### src/rtl/hazard_sequencer.sv
// -----------------------------------------------------------------------------
// hazard_sequencer
//
// Pipeline hazard controller for the 5-stage MIPS core. It decides, every
// cycle, whether the ID/EX register takes the decoded controls or a bubble,
// and drives the PC and IF/ID write/flush enables. Three things are sequenced:
//   - pipeline-fill bubbles after reset (ID/EX has no reset of its own),
//   - single-cycle load-use stalls,
//   - multi-cycle flushes after a taken branch/jump.
//
// Parameters:
//   INIT_BUBBLES   bubble cycles forced after reset release (1..15)
//   BRANCH_PENALTY flush cycles per taken branch incl. resolving cycle (1..8)
//
// Ports:
//   clk            clock, rising edge
//   rst            synchronous active-low reset
//   ID_EX_memread  instruction in EX is a load
//   ID_EX_rt       destination register of the instruction in EX
//   IF_ID_rs       rs field of the instruction in ID
//   IF_ID_rt       rt field of the instruction in ID
//   IF_ID_uses_rt  instruction in ID reads rt as a source
//   branch_taken   taken branch/jump resolved this cycle
//   pc_write       PC load enable
//   IF_ID_write    IF/ID write enable (0 = hold)
//   IF_ID_flush    IF/ID clears to NOP on the next edge
//   ctrl           ID/EX control pass (1) or bubble (0)
//   hz_state       0 INIT, 1 RUN, 2 FLUSH (0 while in reset)
//
// Optional build macro HAZARD_SEQ_STATS_EN adds:
//   stats_clr      clears bubble_cnt on the next edge (wins over increment)
//   bubble_cnt     saturating count of bubble cycles outside reset
// -----------------------------------------------------------------------------
module hazard_sequencer #(
  parameter int INIT_BUBBLES   = 3,
  parameter int BRANCH_PENALTY = 2
) (
  input  logic       clk,
  input  logic       rst,
  input  logic       ID_EX_memread,
  input  logic [4:0] ID_EX_rt,
  input  logic [4:0] IF_ID_rs,
  input  logic [4:0] IF_ID_rt,
  input  logic       IF_ID_uses_rt,
  input  logic       branch_taken,
  output logic       pc_write,
  output logic       IF_ID_write,
  output logic       IF_ID_flush,
  output logic       ctrl,
`ifdef HAZARD_SEQ_STATS_EN
  input  logic        stats_clr,
  output logic [15:0] bubble_cnt,
`endif
  output logic [1:0] hz_state
);

  typedef enum logic [1:0] {
    ST_INIT  = 2'd0,
    ST_RUN   = 2'd1,
    ST_FLUSH = 2'd2,
    ST_BAD   = 2'd3
  } state_t;

  localparam logic [3:0] INIT_CNT = 4'(INIT_BUBBLES - 1);
  // The resolving cycle is the first flush cycle, so FLUSH covers the rest.
  localparam logic [3:0] BR_CNT   = 4'((BRANCH_PENALTY > 1) ? (BRANCH_PENALTY - 2) : 0);
  localparam logic       BR_MULTI = (BRANCH_PENALTY > 1);

  state_t     state_q, state_d;
  logic [3:0] cnt_q, cnt_d;
  logic       lu;

  // Register 0 never creates a dependency, so a load to $zero never stalls.
  assign lu = ID_EX_memread && (ID_EX_rt != 5'd0) &&
              ((ID_EX_rt == IF_ID_rs) || (IF_ID_uses_rt && (ID_EX_rt == IF_ID_rt)));

  always_comb begin
    state_d     = state_q;
    cnt_d       = cnt_q;
    pc_write    = 1'b0;
    IF_ID_write = 1'b0;
    IF_ID_flush = 1'b1;
    ctrl        = 1'b0;
    if (rst) begin
      case (state_q)
        ST_INIT: begin
          if (cnt_q == 4'd0) state_d = ST_RUN;
          else               cnt_d   = cnt_q - 4'd1;
        end
        ST_RUN: begin
          if (branch_taken) begin
            // Branch wins over a simultaneous load-use: the load's consumer
            // is on the wrong path and gets squashed anyway.
            pc_write    = 1'b1;
            IF_ID_write = 1'b1;
            IF_ID_flush = 1'b1;
            if (BR_MULTI) begin
              state_d = ST_FLUSH;
              cnt_d   = BR_CNT;
            end
          end else if (lu) begin
            IF_ID_flush = 1'b0;
          end else begin
            pc_write    = 1'b1;
            IF_ID_write = 1'b1;
            IF_ID_flush = 1'b0;
            ctrl        = 1'b1;
          end
        end
        ST_FLUSH: begin
          pc_write    = 1'b1;
          IF_ID_write = 1'b1;
          if (cnt_q == 4'd0) state_d = ST_RUN;
          else               cnt_d   = cnt_q - 4'd1;
        end
        default: begin
          // Unused code 3: act as an expiring INIT so we land in RUN next.
          state_d = ST_RUN;
        end
      endcase
    end
  end

  always_ff @(posedge clk) begin
    if (!rst) begin
      state_q <= ST_INIT;
      cnt_q   <= INIT_CNT;
    end else begin
      state_q <= state_d;
      cnt_q   <= cnt_d;
    end
  end

  assign hz_state = rst ? state_q : ST_INIT;

`ifdef HAZARD_SEQ_STATS_EN
  logic [15:0] bubble_cnt_q, bubble_cnt_d;

  always_comb begin
    bubble_cnt_d = bubble_cnt_q;
    if (stats_clr)
      bubble_cnt_d = 16'd0;
    else if (!ctrl && (bubble_cnt_q != 16'hFFFF))
      bubble_cnt_d = bubble_cnt_q + 16'd1;
  end

  always_ff @(posedge clk) begin
    if (!rst) bubble_cnt_q <= 16'd0;
    else      bubble_cnt_q <= bubble_cnt_d;
  end

  assign bubble_cnt = bubble_cnt_q;
`endif

endmodule
### config.mk
export PLATFORM = sky130hd
export DESIGN_NAME = hazard_sequencer
export DESIGN_NICKNAME = d
export VERILOG_FILES = /design/src/rtl/hazard_sequencer.sv
export SDC_FILE = /design/constraint.sdc
export NUM_CORES = 1
export LEC_CHECK = 0
export ABC_AREA = 1
export CAP_MARGIN = 20
export CORE_MARGIN = 1.5
export CORE_UTILIZATION = 40
export CTS_BUF_LIST = sky130_fd_sc_hd__clkbuf_2 sky130_fd_sc_hd__clkbuf_4 sky130_fd_sc_hd__clkbuf_8
export DETAILED_ROUTE_END_ITERATION = 8
export PLACE_DENSITY = 0.79
export SETUP_SLACK_MARGIN = 0.05
export SYNTH_ARGS = -nofsm -noshare
export SYNTH_HDL_FRONTEND = slang
export SYNTH_SLANG_ARGS = --single-unit
export TNS_END_PERCENT = 50
### constraint.sdc
create_clock -name clk -period 3.65 [get_ports clk]
set_clock_uncertainty 0.15 [all_clocks]
set_input_delay 0.73 -clock clk [delete_from_list [all_inputs] [get_ports clk]]
set_output_delay 0.73 -clock clk [all_outputs]
set_load 0.02 [all_outputs]
==> summary.md <==
| Metric | Value |
|---|---|
| Wire length of the first global-routing pass | `2530 µm` |
| Drt first-iter violations | `25` |
| Worst skew pair latency | `approximately 0.26 ns` |
| Clock sink count | `6` |
| Part of the cycle the worst path needs | `0.931` |
| Number of antenna diodes | `0` |
| Die width | `around 42 µm` |
| Max-slew headroom at the worst pin | `0.807` |
| Resize count post-CTS | `0` |
| Pins over their slew limit | `0` |
| Layout cell share with drive strength beyond 1 | `0.0567` |
| Crit path capture type | `output pin` |
| Library cells used by synthesis | `19` |
| Kind of start point of the critical path | `input pin` |
| P_leak | `0.000488 µW` |
| Synth warnings | `0` |
| Pwr/cell area | `509 nW/µm²` |
| Post-synthesis instance area | `618 µm²` |
| Total cell area at the placement stage | `877 µm²` |
| Post-route cell area | `900 µm²` |
| Global router's overall resource usage | `0.185` |
| Post-synthesis to final-layout area growth | `45.5%` |
| Maximum clock rate | `just under 0.3 GHz` |
| Peak VDD IR | `around 320 µV` |
| Number of hold violations in the final report | `0` |
| Leftover overflow at the end of global routing | `0` |
| Setup repair after global routing missed its margin | `no` |
| Total of buffers placed on input and output ports | `25` |
| Maximum count of clock buffers along a single path | `2` |
| Fraction of the yosys area taken by sequential cells | `0.194` |
| Final-layout setup total negative slack | `0 ns` |
| Clock input transition at the sequential cells of the worst setup and hold paths | `~0.050 ns` |
| Core region area | `1470 µm²` |
| Area enclosed by the die boundary | `1790 µm²` |
| Share of the core filled with cells in the final layout | `0.611` |
| Worst Max-Slew Pin Slew | `between 0.2 and 0.3 ns` |
| Maximum number of pins on one net before global-route repair | `10` |
| Clock tree from TritonCTS | `done` |
| Number of global-route vias before repair | `669` |
| Remaining design rule violation count | `0` |
| WL final | `~1400 µm` |
| Number of antenna violations at the first check in global routing | `0` |
| Routed Antenna Nets | `0` |
| TritonCTS Buffers | `3` |
| Flip-flop and latch count after synthesis | `6` |
| Kind of critical path | `input pin to output pin` |
| Synth Instances | `115` |
| Average wire per cell in the routed design | `a little under 9 µm` |
| Top-Level Pins | `26` |
| Data required, critical path | `roughly 2.8 ns` |
| Final period demand of the worst path | `3.40 ns` |
| Maximum net fanout on the critical path | `3` |
| Vias per Instance | `4.54` |
| H-tree level count | `1` |
| Final-stage net count | `167` |
| Result of the run | `completed` |
| Number of standard cells in the layout, taps in and fillers out | `~160` |
| Hold Buf Count CTS | `0` |
| Setup bufs post-CTS | `0` |
| Mean instance size in the synthesized netlist | `5.37 µm²` |
| Vias | `~700` |
| Die span in y | `approximately 42 µm` |
| Clock root buffer | `sky130_fd_sc_hd__clkbuf_4` |
| CP Data Arrival Time | `2.52 ns` |
| Count of standard-cell rows | `14` |
| Synthesized netlist net count | `139` |
| Effective utilization at floorplan | `0.420` |
| Total of max-cap violations | `0` |
| Number of cells in the design after placement | `154` |
| # setup viols final | `0` |
| HPWL after DPL | `1170 µm` |
| Total Power | `458 µW` |
| Type of the tightest min-delay check | `flip-flop to flip-flop` |
| Gpl congestion | `0.798` |
| TritonRoute pass-1 iters | `4` |
-- critical path, cell delays in order --
cell,delay [ns]
sky130_fd_sc_hd__clkdlybuf4s50_1,0.44
sky130_fd_sc_hd__inv_1,0.11
sky130_fd_sc_hd__nand4_1,0.09
sky130_fd_sc_hd__o21ai_0,0.16
sky130_fd_sc_hd__inv_1,0.08
sky130_fd_sc_hd__nand3_1,0.08
sky130_fd_sc_hd__nand2_1,0.05
sky130_fd_sc_hd__a21oi_1,0.15
sky130_fd_sc_hd__clkdlybuf4s50_1,0.63
-- cell usage in the layout (no fill, tap or decap), drive strengths merged --
cell / n
clkbuf: 3
o21ai: 7
dfxtp: 6
clkdlybuf4s50: 25
or2: 1
ha: 4
nand2: 41
a21oi: 5
inv: 28
xnor2: 1
nand3: 7
o211ai: 1
nor2: 10
nand4: 2
-- worst paths after layout --
check,from,endpoint,slack [ns],depth (start not counted)
worst max-delay path,ID_EX_rt[2],IF_ID_write,0.25,9
worst min-delay path,cnt_q[0],cnt_q[0],0.28,1
worst max register to register,state_q[0],state_q[0],2.04,6
worst min register to register,cnt_q[0],cnt_q[0],0.28,1
-- where the power goes --
part	internal, µW	total, µW	switching (µW)	leakage [µW]
combinational	116	280	164	0.000424
sequential	94.5	112	17.1	0.0000496
clock	37.5	66.6	29.1	0.0000138
total	248	458	210	0.000488
-- layer usage --
metal	part of all wire	track usage
met3	0.045	0.0647
met2	0.49	0.314
met4	0.012	0.0563
met1	0.45	0.217
met5	0	0
-- logic make-up (layout without fill, tap and decap cells) --
family | Yosys count | count (layout) | share of synthesized area
simple gates | 61 | 61 | 0.401
buf+inv | 30 | 56 | 0.188
compound gates | 13 | 13 | 0.121
flops | 6 | 6 | 0.194
fa+ha+maj | 4 | 4 | 0.0810
xor+xnor | 1 | 1 | 0.0142
-- through the flow --
stage	hold WS (ns)	setup slack, ns
after CTS	0.288	0.238
after floorplan	0.257	0.969
after global routing	0.303	0.100
after global placement	0.267	0.263
after detailed placement	0.280	0.255
final	0.282	0.252
-- final cells by class --
type | count | area (µm²)
multi-input cells | 79 | 382
clock buffers | 3 | 22.5
flip-flops and latches | 6 | 120
well taps | 16 | 20.0
repair buffers | 25 | 250
fillers | 170 | 572
inverters | 28 | 105
-- sequential cells by signal (all words and copies together), names as in the netlist --
signal / count
cnt_q: 4
state_q: 2
-- cells in the mapped netlist, drive strengths merged --
cell type  instances  area (µm²)
nand2             41         154
inv               28         105
nor2              10        40.0
nand3              7        35.0
o21ai              7        38.8
dfxtp              6         120
a21oi              5        28.8
ha                 4        50.1
nand4              2        12.5
buf                1        7.51
clkbuf             1        3.75
o211ai             1        7.51
or2                1        6.26
xnor2              1        8.76
Note: power is estimated with default switching activity, not from simulation.
